<file path="config.mk">
export PLATFORM = sky130hd
export DESIGN_NAME = imm_extend_pipe
export DESIGN_NICKNAME = d
export VERILOG_FILES = /design/src/rtl/imm_pkg.sv /design/src/rtl/imm_format.sv /design/src/rtl/imm_extend_pipe.sv
export SDC_FILE = /design/constraint.sdc
export NUM_CORES = 1
export LEC_CHECK = 0
export BUFFER_PORTS_ARGS = -buffer_cell sky130_fd_sc_hd__buf_2
export CAP_MARGIN = 20
export CORE_MARGIN = 5
export CORE_UTILIZATION = 35
export DETAILED_ROUTE_END_ITERATION = 10
export GPL_TIMING_DRIVEN = 0
export HOLD_SLACK_MARGIN = 0.08
export PLACE_DENSITY_LB_ADDON = 0.08
export SLEW_MARGIN = 10
export SYNTH_ARGS = -nofsm -noshare
export SYNTH_HDL_FRONTEND = slang
export SYNTH_HIERARCHICAL = 1
export SYNTH_SLANG_ARGS = --single-unit
export TNS_END_PERCENT = 10
</file>
<file path="constraint.sdc">
create_clock -name Clk -period 5 [get_ports Clk]
set_input_delay 1 -clock Clk [delete_from_list [all_inputs] [get_ports Clk]]
set_output_delay 1 -clock Clk [all_outputs]
set_load 0.02 [all_outputs]
</file>
<file path="src/rtl/imm_pkg.sv">
// Shared constants and entry type for the LEGv8 immediate generator.
// Field positions are taken relative to the 26-bit instruction field Imm26.
package imm_pkg;

   localparam int MAX_W = 64;

   localparam logic [2:0] CTRL_I    = 3'b000;
   localparam logic [2:0] CTRL_D    = 3'b001;
   localparam logic [2:0] CTRL_B    = 3'b010;
   localparam logic [2:0] CTRL_CB   = 3'b011;
   localparam logic [2:0] CTRL_MOVZ = 3'b100;
   localparam logic [2:0] CTRL_MOVK = 3'b101;

   localparam int I_LSB   = 10;
   localparam int I_W     = 12;
   localparam int D_LSB   = 12;
   localparam int D_W     = 9;
   localparam int B_W     = 26;
   localparam int CB_LSB  = 5;
   localparam int CB_W    = 19;
   localparam int MOV_LSB = 5;
   localparam int MOV_W   = 16;
   localparam int HW_LSB  = 21;

   // Data is held at the widest legal size; narrower builds leave the top bits zero.
   typedef struct packed {
      logic [MAX_W-1:0] data;
      logic             illegal;
   } imm_entry_t;

endpackage

</file>
<file path="src/rtl/imm_format.sv">
// Combinational immediate formatter: builds the result at 64 bits, then
// truncates to DATA_W. Illegal encodings force the data to zero.
module imm_format
   import imm_pkg::*;
#(
   parameter int DATA_W   = 64,
   parameter int BR_SHIFT = 0
) (
   input  logic [25:0]       Imm26,
   input  logic [2:0]        Ctrl,
   input  logic [DATA_W-1:0] BusOld,
   output logic [DATA_W-1:0] data,
   output logic              illegal
);

   logic [1:0]       hw;
   logic [5:0]       sh;
   logic             hw_oob;
   logic [MAX_W-1:0] mov_ext;
   logic [MAX_W-1:0] old_ext;
   logic [MAX_W-1:0] ext;

   assign hw      = Imm26[HW_LSB +: 2];
   assign sh      = {hw, 4'b0000};
   // Only the 32-bit build can place a halfword beyond the top of the bus.
   assign hw_oob  = (DATA_W < MAX_W) && hw[1];
   assign mov_ext = {{(MAX_W-MOV_W){1'b0}}, Imm26[MOV_LSB +: MOV_W]};

   always_comb begin
      old_ext = '0;
      old_ext[DATA_W-1:0] = BusOld;
      ext     = '0;
      illegal = 1'b0;
      case (Ctrl)
         CTRL_I:  ext = {{(MAX_W-I_W){1'b0}}, Imm26[I_LSB +: I_W]};
         CTRL_D:  ext = {{(MAX_W-D_W){Imm26[D_LSB+D_W-1]}}, Imm26[D_LSB +: D_W]};
         CTRL_B: begin
            ext = {{(MAX_W-B_W){Imm26[B_W-1]}}, Imm26};
            if (BR_SHIFT != 0) ext = ext << 2;
         end
         CTRL_CB: begin
            ext = {{(MAX_W-CB_W){Imm26[CB_LSB+CB_W-1]}}, Imm26[CB_LSB +: CB_W]};
            if (BR_SHIFT != 0) ext = ext << 2;
         end
         CTRL_MOVZ: begin
            ext     = mov_ext << sh;
            illegal = hw_oob;
         end
         CTRL_MOVK: begin
            ext     = (old_ext & ~({{(MAX_W-MOV_W){1'b0}}, {MOV_W{1'b1}}} << sh)) | (mov_ext << sh);
            illegal = hw_oob;
         end
         default: illegal = 1'b1;
      endcase
   end

   assign data = illegal ? '0 : ext[DATA_W-1:0];

endmodule

</file>
<file path="src/rtl/imm_extend_pipe.sv">
// Pipelined immediate generator: formatter feeding a head register plus a
// one-entry skid buffer, with a saturating illegal-request counter.
module imm_extend_pipe
   import imm_pkg::*;
#(
   parameter int DATA_W   = 64,
   parameter int BR_SHIFT = 0,
   parameter int CNT_W    = 8
) (
   input  logic              Clk,
   input  logic              Reset,
   input  logic              InValid,
   output logic              InReady,
   input  logic [25:0]       Imm26,
   input  logic [2:0]        Ctrl,
   input  logic [DATA_W-1:0] BusOld,
   output logic              OutValid,
   input  logic              OutReady,
   output logic [DATA_W-1:0] BusImm,
   output logic              IllegalFmt,
   output logic [CNT_W-1:0]  IllegalCount
);

   logic [DATA_W-1:0] fmt_data;
   logic              fmt_illegal;
   imm_entry_t        new_entry;

   imm_entry_t        head_q, head_d;
   logic              head_vld_q, head_vld_d;
   imm_entry_t        skid_q, skid_d;
   logic              skid_vld_q, skid_vld_d;
   logic              in_ready_q, in_ready_d;
   logic [CNT_W-1:0]  cnt_q, cnt_d;

   logic              accept;
   logic              drain;

   imm_format #(
      .DATA_W   (DATA_W),
      .BR_SHIFT (BR_SHIFT)
   ) u_fmt (
      .Imm26   (Imm26),
      .Ctrl    (Ctrl),
      .BusOld  (BusOld),
      .data    (fmt_data),
      .illegal (fmt_illegal)
   );

   always_comb begin
      new_entry         = '0;
      new_entry.data[DATA_W-1:0] = fmt_data;
      new_entry.illegal = fmt_illegal;
   end

   // Handshake: a transfer happens on a rising edge where valid && ready are
   // both high; the producer holds its payload stable while valid && !ready.
   assign accept = InValid && in_ready_q;
   assign drain  = head_vld_q && OutReady;

   always_comb begin
      head_d     = head_q;
      head_vld_d = head_vld_q;
      skid_d     = skid_q;
      skid_vld_d = skid_vld_q;
      cnt_d      = cnt_q;
      if (drain || !head_vld_q) begin
         if (skid_vld_q) begin
            head_d     = skid_q;
            head_vld_d = 1'b1;
            skid_vld_d = accept;
            if (accept) skid_d = new_entry;
         end else begin
            head_vld_d = accept;
            if (accept) head_d = new_entry;
         end
      end else if (accept) begin
         skid_d     = new_entry;
         skid_vld_d = 1'b1;
      end
      if (accept && fmt_illegal && (cnt_q != {CNT_W{1'b1}})) begin
         cnt_d = cnt_q + 1'b1;
      end
      in_ready_d = !skid_vld_d;
   end

   always_ff @(posedge Clk or posedge Reset) begin
      if (Reset) begin
         head_q     <= '0;
         head_vld_q <= 1'b0;
         skid_q     <= '0;
         skid_vld_q <= 1'b0;
         in_ready_q <= 1'b1;
         cnt_q      <= '0;
      end else begin
         head_q     <= head_d;
         head_vld_q <= head_vld_d;
         skid_q     <= skid_d;
         skid_vld_q <= skid_vld_d;
         in_ready_q <= in_ready_d;
         cnt_q      <= cnt_d;
      end
   end

   assign InReady      = in_ready_q;
   assign OutValid     = head_vld_q;
   assign BusImm       = head_q.data[DATA_W-1:0];
   assign IllegalFmt   = head_q.illegal;
   assign IllegalCount = cnt_q;

endmodule
</file>
; Word-level counts from Yosys, hierarchy flattened
; Cells that the tools add are included.
[classes]
addsub = 1
eq_ne = 7
n_shift = 2
muxes = 12
bitwise = 3
reduce_logical = 11
[ops]
columns = op, n
row1 = $pmux W64 S6, 1
row2 = $mux W65, 5
row3 = $and A64 B64 Y64, 1
row4 = $mux W64, 1
row5 = $not A64 Y64, 1
row6 = $or A64 B64 Y64, 1
row7 = $shl A16 B6 Y64, 1
row8 = $shl A16 B6 Y64 const A, 1
row9 = $add A8 B1 Y8 const B, 1
row10 = $ne A8 B8 Y1 const B, 1
row11 = $eq A3 B2 Y1 const B, 2
row12 = $eq A3 B3 Y1 const B, 2
row13 = $reduce_or A6 Y1, 1
row14 = $mux W1, 5
row15 = $logic_and A1 B1 Y1, 4
row16 = $eq A3 B1 Y1 const B, 1
row17 = $logic_not A3 Y1, 1
row18 = $logic_not A1 Y1, 2
row19 = $ne A2 B2 Y1 const B, 1
row20 = $reduce_and A2 Y1, 1
row21 = $reduce_bool A2 Y1, 1
row22 = $logic_or A1 B1 Y1, 1
[totals]
ff_bits = 141
inputBits = 97
output_inout_bits = 75
wordCells = 44

; Depth between registers and ports, before layout
; Gate-level depths: netlist of run 1.
[logic_depth]
depth_word = 9
ltp_mapped = 8
ltp_nobuf = 5

; Modules after synthesis
; The synthesis of run 1 kept the hierarchy.
[by_module_without_submodules]
columns = module, n_inst, cells_per_inst, area_per_inst_um2, seq_area_each_um2
row1 = imm_extend_pipe, 1, 465, 6078.3, 3529.6
row2 = imm_format, 1, 301, 2006.9, 0.0

; Worst setup path after synthesis of run 1
; OpenSTA, ideal clock, no wires.
[synth_path]
path_kind = input to register
start = input Ctrl[0]
end = register skid_q[10] in the netlist's numbering
setup_ps = 125
arrival_ps = 2300
required_ps = 4875
path_slack_ps = 2575
cell_stages = 5
path_buffers = 1
path_cell_list = buf_2 mux4_2 nor2b_1 a221o_1 mux2_4
[synth_via]
elab_chain_cells = 6
word_cells_on_any_way = 12
classes_between = eq/ne (5) / mux (5) / reduce/logical (2)
[synth_lines]
columns = item, line_no
row1 = from (decl), imm_extend_pipe.sv:15  ; input logic [2:0] Ctrl,
row2 = "$eq A3 B3 Y1, or another cell as far along", imm_format.sv:34  ; case (Ctrl)
row3 = $pmux W64 S6 / $reduce_or A6 Y1 (equally long branches), -
row4 = $mux W64 *, imm_format.sv:57  ; assign data = illegal ? '0 : ext[DATA_W-1:0];
row5 = via fmt_data[9], imm_extend_pipe.sv:24  ; logic [DATA_W-1:0] fmt_data;
row6 = $mux W65 *, "imm_extend_pipe.sv:71, imm_extend_pipe.sv:76"
row7 = $mux W65, imm_extend_pipe.sv:67  ; if (skid_vld_q) begin
row8 = $mux W65 *, imm_extend_pipe.sv:66  ; if (drain || !head_vld_q) begin
row9 = to (signal assigned), imm_extend_pipe.sv:97  ; skid_q <= skid_d;
row10 = to (decl), imm_extend_pipe.sv:30  ; imm_entry_t skid_q, skid_d;
; Mark *: on every way through the listed nets, which the timed path passes. The rest lies on a longest branch. The select of a mux whose other input is x is not followed.
; A chain may end at the register's enable or synchronous reset.

; Final worst setup path of run 1
[layout_path]
start = input Ctrl[1]
end = register cnt_q[6] (netlist: IllegalCount[6])
[layout_via]
elab_chain_cells = 5
word_cells_on_any_way = 10
classes_between = eq/ne (5) / mux (1) / reduce/logical (4)
[layout_lines]
columns = item, line_no
row1 = "$eq A3 B1 Y1, or another cell as far along", imm_format.sv:34
row2 = $reduce_or A6 Y1 (no source line) *, -
row3 = $mux W1 *, imm_format.sv:34
row4 = via fmt_illegal, imm_extend_pipe.sv:25  ; logic fmt_illegal;
row5 = $logic_and A1 B1 Y1 * (2 in series), imm_extend_pipe.sv:80  ; if (accept && fmt_illegal && (cnt_q != {CNT_W{1'b1}})) begin
row6 = to (signal assigned), imm_extend_pipe.sv:100  ; cnt_q <= cnt_d;
row7 = to (decl), imm_extend_pipe.sv:33  ; logic [CNT_W-1:0] cnt_q, cnt_d;
; Mark *: on every way through the listed nets, which the timed path passes. The rest lies on a longest branch.

==> impl_metrics.json, run 1 <==
{
  "chipWidth_um": 162,
  "ir_drop_v": 0.000227,
  "ys_ff_latch": 141,
  "routabilityCongestion": 0.874,
  "cts_max_path_buffers": 2,
  "grtUsageTotal_pct": 20.1,
  "synth.area.top_cells": "dfrtp_1 43%, mux2i_1 8.9%, mux2_4 7.2%",
  "r2r_setup_slack_ns": 3.26,
  "synthArstFlopShare_pct": 100,
  "drive_gt1_share_pct": 34.7,
  "synth_top_cell_area_share_pct": 43.3,
  "cp-end-kind": "register",
  "p_leak_nw": 4.82,
  "setup-violations-final": 0,
  "hold_start": "BusImm[5]$_DFFE_PP0P_",
  "cp_data_arrival_time_ns": 2.89,
  "skew_ns": 0.0126,
  "htree_levels": 4,
  "holdPathEnd": "BusImm[5]$_DFFE_PP0P_",
  "cts_sinks": 141,
  "cts_tree": "built",
  "cp_max_fo": 10,
  "yosys.area_share.simple_pct": 11.9,
  "hpwlAfterDp_mm": 19.6,
  "antenna_found_initial": 1,
  "cap_violations": 0,
  "reg2reg_depth": 5,
  "post-cts-setup-buffers": 0,
  "drv_slew": 0,
  "muxShareOfSynthArea_pct": 22.3,
  "clkLatencyLatePin_ns": 0.42,
  "grt_pass1_vias": 6731,
  "grt-busiest-layer": "met2",
  "n_antenna_cell": 0,
  "rr_endpoint": "BusImm[7]$_DFFE_PP0P_",
  "synth_largest_area_cell": "dfrtp_1",
  "dr.pass1.iters": 5,
  "slew_headroom_pct": 60.8,
  "synthCells": 766,
  "fin_area_mm2": 0.00996,
  "synth-edff-count": 0,
  "grt_util_met3_pct": 3.45,
  "die_h_um": 162,
  "dieArea_mm2": 0.0262,
  "post_layout_nonfiller_instances": 1254,
  "worst_slew_pin_slew_ns": 0.588,
  "critical_path.most_common_cell": "and3_1",
  "synth-main-ff-cell": "dfrtp_1",
  "synthXorXnorAreaFrac_pct": 0.433,
  "clk_pin_slew_ns": 0.07,
  "synth_common_cells": "140 x dfrtp_1, 74 x o21ai_0, 73 x nand2_1",
  "start_util_pct": 35.6,
  "path_cells": "buf_2 > buf_6 > clkbuf_1 > and2_1 > and3_1 > and3_1 > nand2_1 > mux2_2",
  "worst_path_max_delay_cell": "clkbuf_1",
  "post-route-drc-count": 0,
  "multi_input_area_mm2": 0.00412,
  "whs_path_depth": 2,
  "yosysUniqueCellTypes": 52,
  "ios": 172,
  "grt_pass1_wl_mm": 40.7,
  "globalRouteMet2Util_pct": 30.8,
  "hold_class": "reg -> reg",
  "synth_compound_area_share_pct": 16.1,
  "place_area_mm2": 0.00933,
  "postCtsHoldBufs": 0,
  "cp_slowest_stage_delay_ns": 0.40,
  "fin_util_pct": 43.9,
  "num-fill-cells": 2297,
  "numCtsBuffers": 17,
  "fin_nets": 1054,
  "vias_per_cell": 5.36,
  "ant_nets": 0,
  "syn_area_mm2": 0.00809,
  "place_inst": 1222,
  "cts_resized": 0,
  "synth_top_family_by_area": "multiplexers",
  "numPortBuffers": 170,
  "powerDensity_mw_per_mm2": 550,
  "max_freq_ghz": 0.388,
  "total_power_mw": 5.48,
  "synthAdderAreaFrac_pct": 0.155,
  "syn-mean-instance-area_um2": 10.6,
  "final-hold-violation-count": 0,
  "setup.worst_path.start_class": "input pin",
  "syn2layout_area_growth_pct": 23.2,
  "gr-usage-met1_pct": 29.5,
  "yosys_warnings": 6,
  "grt_max_degree": 85,
  "wire_per_inst_um": 21.4,
  "whs_ns": 0.473,
  "wl_mm": 26.8,
  "fin_crit_ns": 2.58,
  "finalCritPeriodShare_pct": 51.5,
  "seq_area_mm2": 0.00353,
  "rows": 55,
  "r2r_start": "skid_vld_q$_DFF_PP0_",
  "cts-root-buf": "clkbuf_16",
  "criticalPathCategory": "in -> reg",
  "first_iter_violations": 397,
  "syn_nets": 864,
  "rsz0062_at_grt": "no",
  "status": "finished, final reports clean",
  "grt-ovfl-total": 0,
  "coreArea_mm2": 0.0227,
  "route.vias.total": 6718,
  "synth.most_common_cell": "dfrtp_1",
  "yosysSeqAreaShare_pct": 43.7,
  "cp.required_ns": 5.31
}
==> layer usage <==
metal	vias to the layer above	share of wire, %
li1	3219	-
met1	3300	49
met2	178	46
met3	19	4.5
met4	2	1.1
met5	-	0.041
==> how the worst max path moves through the flow <==
stage	cells past startpoint	slack (ns)	startpoint	end
4_1_cts	8	2.45	Ctrl[1]	IllegalCount[6]$_DFFE_PP0P_
6_report	8	2.42	Ctrl[1]	IllegalCount[6]$_DFFE_PP0P_
5_1_grt	8	2.33	Ctrl[1]	IllegalCount[6]$_DFFE_PP0P_
3_5_place_dp	8	2.00	Ctrl[1]	IllegalCount[6]$_DFFE_PP0P_
2_1_floorplan	1	0.22	Reset	BusImm[0]$_DFFE_PP0P_
3_3_place_gp	2	-1.84	Reset	BusImm[17]$_DFFE_PP0P_
==> where the power goes <==
group | switching [mW] | internal, mW | leakage [nW] | total (mW)
Sequential | 0.246 | 1.62 | 1.83 | 1.87
Clock | 0.548 | 0.849 | 0.304 | 1.40
Combinational | 1.22 | 0.989 | 2.69 | 2.21
Total | 2.02 | 3.46 | 4.82 | 5.48
==> cell type report <==
class | count | area share, %
well taps | 285 | 3.58
flip-flops and latches | 141 | 35.4
repair buffers | 171 | 8.81
multi-input cells | 541 | 41.3
plain buffers | 79 | 4.21
clock buffers | 18 | 4.31
clock inverters | 14 | 2.08
inverters | 5 | 0.264
==> critical path: cells and delay by family <==
family,cells,cell delay (ns)
buffers and inverters,3,0.73
muxes,1,0.26
and+or+nand+nor,4,0.89
==> registers in the layout, summed over array words and instances (netlist names) <==
name,cells
IllegalCount,8
IllegalFmt,1
OutValid,1
InReady,1
skid_vld_q,1
BusImm,64
skid_q,65
==> through the flow <==
stage	setup WS, ns	setup TNS (ns)
floorplan	0.220	0
global placement	-1.84	-254.19
detailed placement	2.00	0
CTS	2.45	0
global route	2.33	0
finish	2.42	0
==> kinds of logic (layout without fill, tap and decap cells) <==
logic type,after synthesis,in the layout
muxes,152,152
AOI/OAI and AO/OA,216,216
DFF,141,141
adders and majority gates,1,1
and+or+nand+nor,168,168
xor gates and xnor gates,4,4
buffers and inverters,84,287
==> layout by cell type, fill, tap and decap left out, types with 15 or more instances in the layout <==
cell,n
nand2_1,73
o22ai_1,46
mux2_4,39
mux2_2,37
a21oi_1,16
o21ai_0,74
mux2i_1,72
dfrtp_1,140
nand3_1,15
and3_1,19
a31oi_1,45
and3b_1,32
buf_2,204
clkbuf_1,33
clkbuf_16,17
Power figures use the tool's default switching activity.
==> run 2: changes to the inputs <==
==> constraint.sdc (replaced) <==
create_clock -name Clk -period 2.4 [get_ports Clk]
set_input_delay 0.48 -clock Clk [delete_from_list [all_inputs] [get_ports Clk]]
set_output_delay 0.48 -clock Clk [all_outputs]
set_load 0.02 [all_outputs]
==> run 2 against run 1 <==
Compared with the run above:
- routed wire length is 0.15% higher
- first-iteration DRC count is 27% lower
- utilization hardly changed
- non-clock buffer count is 3 higher
- sequential power is 110% higher
- total power is 100% higher
- combinational power is 110% higher
- count of clock-buffer cells in the layout stayed put
- register-to-register slack worse by 2.6 ns
- sequential share of layout area hardly changed
- critical endpoint unchanged
- cell count is 0.24% higher
- worst hold slack worse by 0.28 ns
==> impl_metrics.json, run 2 (same netlist as run 1, synthesis figures left out) <==
{
  "wire_per_inst_um": 21.3,
  "place_inst": 1225,
  "chipWidth_um": 162,
  "fin_crit_ns": 2.05,
  "final_common_cell": "buf_2",
  "htree_levels": 4,
  "numPortBuffers": 170,
  "grt-ovfl-total": 0,
  "antenna_found_initial": 1,
  "max_freq_ghz": 0.489,
  "grtUsageTotal_pct": 20.2,
  "cp.required_ns": 2.71,
  "dr.pass1.iters": 5,
  "final-hold-violation-count": 0,
  "postCtsHoldBufs": 0,
  "cts_max_path_buffers": 2,
  "cp-end-kind": "register",
  "cp_max_fo": 10,
  "criticalPathCategory": "in -> reg",
  "worst_slack_ns": 0.354,
  "drive_gt1_share_pct": 34.9,
  "post-route-drc-count": 0,
  "numCtsBuffers": 17,
  "rsz0062_at_grt": "no",
  "rows": 55,
  "worst_slew_pin_slew_ns": 0.765,
  "die_h_um": 162,
  "fin_nets": 1057,
  "cp_data_arrival_time_ns": 2.35,
  "post_layout_nonfiller_instances": 1257,
  "routabilityCongestion": 0.882,
  "powerDensity_mw_per_mm2": 1120,
  "cts-root-buf": "clkbuf_16",
  "p_leak_nw": 4.82,
  "ant_nets": 0,
  "syn2layout_area_growth_pct": 23.2,
  "status": "finished, final reports clean",
  "r2r_start": "skid_vld_q$_DFF_PP0_",
  "grt_max_degree": 36,
  "first_iter_violations": 288,
  "vias_per_cell": 5.34,
  "cts_tree": "built",
  "startpoint": "Ctrl[1]",
  "dieArea_mm2": 0.0262,
  "preCtsSetupSlack_ns": -0.0813,
  "cts_sinks": 141,
  "slew_headroom_pct": 48.9,
  "cts_resized": 0,
  "hpwlAfterDp_mm": 19.9,
  "skew_ns": 0.00810,
  "setup.worst_path.start_class": "input pin",
  "cap_violations": 0,
  "wl_mm": 26.8,
  "coreArea_mm2": 0.0227,
  "route.vias.total": 6715,
  "ios": 172,
  "grt_pass1_vias": 6873,
  "clk_pin_slew_ns": 0.06,
  "top_register": "skid_q",
  "ir_drop_v": 0.000445,
  "start_util_pct": 35.6,
  "hold_class": "in -> async",
  "finalCritPeriodShare_pct": 85.3,
  "largest_register_ffs": 65,
  "drv_slew": 0,
  "setup-violations-final": 0,
  "clkLatencyLatePin_ns": 0.42,
  "grt_pass1_wl_mm": 40.9,
  "layout_common_cells": "204 x buf_2, 140 x dfrtp_1, 74 x o21ai_0, 73 x nand2_1, 72 x mux2i_1",
  "n_antenna_cell": 0,
  "post-cts-setup-buffers": 0
}
## run 2: stage by stage
| stage | TNS [ns] | util (%) | instance area, um^2 | hold WS [ns] | power, mW |
|---|---|---|---|---|---|
| 2_1_floorplan | 0 | - | 8090 | 0.479 | 7.18 |
| 6_report | 0 | 43.9 | 9960 | 0.195 | 11.1 |
| 3_5_place_dp | -0.0832 | 41.3 | 9380 | 0.466 | 8.60 |
| 5_1_grt | 0 | 43.9 | 9960 | 0.243 | 11.8 |
| 3_3_place_gp | -135.19 | 40.9 | 9300 | 0.461 | 8.52 |
| 4_1_cts | 0 | 43.9 | 9960 | 0.198 | 11.3 |
## run 2: worst max-delay path, cell delays in order
cell	delay [ns]
buf_2	0.17
buf_6	0.16
clkbuf_1	0.38
and2_1	0.35
and3_1	0.25
and3_1	0.22
nand2_1	0.08
mux2_2	0.27
## run 2: area by class of cell
cell class	count	area, um^2
fill	2277	12700
multi-input combinational	541	4120
sequential	141	3530
timing repair buffer	174	938
clock buffer	18	429
buffer	79	419
tap	285	357
clock inverter	14	146
inverter	5	22.5
## run 2: worst paths after layout
path | endpoint | cells after the start | slack (ns)
min | BusImm[54]$_DFFE_PP0P_ | 2 | 0.19
min reg2reg | BusImm[60]$_DFFE_PP0P_ | 2 | 0.48
min in group Clk | InReady$_DFF_PP1_ | 4 | 0.43
max in group asynchronous | skid_q[18]$_DFFE_PP0P_ | 5 | 1.16
max | IllegalCount[6]$_DFFE_PP0P_ | 8 | 0.35
max reg2reg | BusImm[10]$_DFFE_PP0P_ | 5 | 0.70
## run 2: power by group
part / total, mW / switching (mW) / internal [mW]
sequential: 3.88 / 0.505 / 3.38
combinational: 4.61 / 2.54 / 2.07
clock: 2.65 / 1.11 / 1.53
## run 2: layer usage
layer | vias up | part of all wire (%) | track usage (%) | routed length (um)
met5 | - | 0.048 | 0 | 13
met4 | 2 | 1.8 | 6.23 | 472
met3 | 33 | 4.8 | 3.70 | 1280
met2 | 186 | 45 | 31.4 | 12200
met1 | 3288 | 48 | 28.7 | 12900
li1 | 3206 | - | - | -
==> run 3: changes to the inputs <==
==> constraint.sdc (replaced) <==
create_clock -name Clk -period 2.03 [get_ports Clk]
set_input_delay 0.406 -clock Clk [delete_from_list [all_inputs] [get_ports Clk]]
set_output_delay 0.406 -clock Clk [all_outputs]
set_load 0.02 [all_outputs]
==> run 3 against run 2 <==
Compared with the run above:
- clock skew hardly changed
- routed wire length is essentially flat
- sequential cell count is the same
- cell count stayed put
- first-iteration DRC count increased by 5.9%
- sequential share of layout area is essentially flat
- die area unchanged
- sequential power is 18% higher
- clock power rose by 18%
- setup slack worse by 0.18 ns
- design area about the same
- largest power group unchanged
- highest routed layer unchanged
==> impl_metrics.json, run 3 (same netlist as run 1, synthesis figures left out) <==
{
  "cap_violations": 0,
  "drv_slew": 0,
  "routabilityCongestion": 0.882,
  "grt_max_degree": 36,
  "worst_slack_ns": 0.174,
  "largest_register_ffs": 65,
  "cp.required_ns": 2.34,
  "r2r_setup_slack_ns": 0.33,
  "coreArea_mm2": 0.0227,
  "htree_levels": 4,
  "p_comb_share_pct": 41.4,
  "finalCritPeriodShare_pct": 91.4,
  "post-cts-setup-buffers": 0,
  "slew_headroom_pct": 48.9,
  "status": "finished, final reports clean",
  "switching_share_pct": 37.4,
  "cts_tree": "built",
  "fin_nets": 1057,
  "skew_ns": 0.00810,
  "criticalPathCategory": "in -> reg",
  "max_freq_ghz": 0.539,
  "place_area_mm2": 0.00938,
  "drive_gt1_share_pct": 35.1,
  "top_register": "skid_q",
  "ios": 172,
  "preCtsSetupSlack_ns": -0.377,
  "p_switching_mw": 4.93,
  "post-route-drc-count": 0,
  "numPortBuffers": 170,
  "sequentialPowerShare_pct": 34.8,
  "clkLatencyLatePin_ns": 0.42,
  "path_cells": "buf_2 > clkbuf_1 > and2_1 > and3_1 > and3_1 > nand2_1 > mux2_2",
  "wire_per_inst_um": 21.4,
  "syn2layout_area_growth_pct": 23.2,
  "wl_mm": 26.9,
  "n_antenna_cell": 0,
  "antenna_found_initial": 1,
  "grt-ovfl-total": 0,
  "reg2reg_depth": 5,
  "numCtsBuffers": 17,
  "hold_class": "in -> async",
  "route.vias.total": 6734,
  "clk_pin_slew_ns": 0.06,
  "first_iter_violations": 305,
  "cp_data_arrival_time_ns": 2.16,
  "postCtsHoldBufs": 0,
  "grt_pass1_wl_mm": 40.9,
  "cp-end-kind": "register",
  "grtUsageTotal_pct": 20.2,
  "setup.worst_path.start_class": "input pin",
  "r2r_start": "skid_vld_q$_DFF_PP0_",
  "fin_area_mm2": 0.00996,
  "fin_crit_ns": 1.86,
  "ant_nets": 0,
  "vias_per_cell": 5.36,
  "cp_max_fo": 10,
  "rr_endpoint": "BusImm[9]$_DFFE_PP0P_",
  "grt_pass1_vias": 6873,
  "dieArea_mm2": 0.0262,
  "cts_sinks": 141,
  "p_leak_nw": 4.83,
  "final-hold-violation-count": 0,
  "crit_family": "simple AND/OR/NAND/NOR gates",
  "crit_buf_inv": 2,
  "setup-violations-final": 0,
  "internal_power_mw": 8.25,
  "dr.pass1.iters": 5,
  "cts_max_path_buffers": 2,
  "ir_drop_v": 0.000527,
  "cp_slowest_stage_delay_ns": 0.46,
  "setup_tns_ns": 0,
  "p_clk_share_pct": 23.8,
  "hpwlAfterDp_mm": 19.9,
  "total_power_mw": 13.2,
  "layout_common_cells": "204 x buf_2, 140 x dfrtp_1, 74 x o21ai_0, 73 x nand2_1, 72 x mux2i_1",
  "powerDensity_mw_per_mm2": 1320,
  "die_h_um": 162,
  "cts-root-buf": "clkbuf_16",
  "rsz0062_at_grt": "no",
  "worst_path_max_delay_cell": "clkbuf_1",
  "start_util_pct": 35.6,
  "critical_path.most_common_cell": "and3_1",
  "rows": 55,
  "chipWidth_um": 162,
  "worst_slew_pin_slew_ns": 0.765,
  "final_common_cell": "buf_2"
}
[run 3: cell counts in the layout (fill, tap and decap cells not counted)]
Identical to the previous run, type by type.
[run 3: final cells by class]
cell class | instances | area [um^2]
plain buffers | 79 | 420
repair buffers | 174 | 938
inverters | 5 | 22.5
flip-flops and latches | 141 | 3530
fillers | 2275 | 12700
well taps | 285 | 357
clock inverters | 14 | 146
clock buffers | 18 | 429
multi-input cells | 541 | 4120
[run 3: stage by stage]
step | hold WS, ns | instances | utilization [%]
floorplan | 0.479 | 766 | -
global placement | 0.461 | 1221 | 40.9
detailed placement | 0.466 | 1225 | 41.3
CTS | 0.124 | 1257 | 43.9
global route | 0.169 | 1257 | 43.9
finish | 0.121 | 1257 | 43.9
[run 3: per-layer routing]
| layer | GRT usage, % | wire, um | vias up |
|---|---|---|---|
| li1 | - | - | 3211 |
| met5 | 0 | 13 | - |
| met2 | 31.4 | 12100 | 180 |
| met1 | 28.7 | 13000 | 3306 |
| met4 | 6.23 | 487 | 2 |
| met3 | 3.70 | 1240 | 35 |
[run 3: what timing repair did]
action	in CTS	in global routing
setup endpoints to repair	0	19
resized for setup	0	3
hold endpoints to repair	0	0
[run 3: worst max path at each step]
stage	startpoint	slack, ns	end	cells after the start
final	Ctrl[2]	0.17	IllegalCount[6]$_DFFE_PP0P_	7
after global routing	Imm26[21]	0.006	BusImm[54]$_DFFE_PP0P_	8
after CTS	Ctrl[1]	0.07	IllegalCount[6]$_DFFE_PP0P_	8
after detailed placement	Ctrl[1]	-0.38	IllegalCount[6]$_DFFE_PP0P_	8
after global placement	Reset	-1.28	skid_q[19]$_DFFE_PP0P_	2
after floorplan	Reset	-0.14	BusImm[0]$_DFFE_PP0P_	1
[run 3: power groups by stage]
stage / Combinational, mW / Sequential (mW) / Clock (mW)
after global placement: 5.47 / 4.61 / 0
after detailed placement: 5.53 / 4.63 / 0
after floorplan: 3.31 / 5.18 / 0
final: 5.46 / 4.59 / 3.13
after CTS: 5.55 / 4.60 / 3.20
after global routing: 5.94 / 4.75 / 3.31
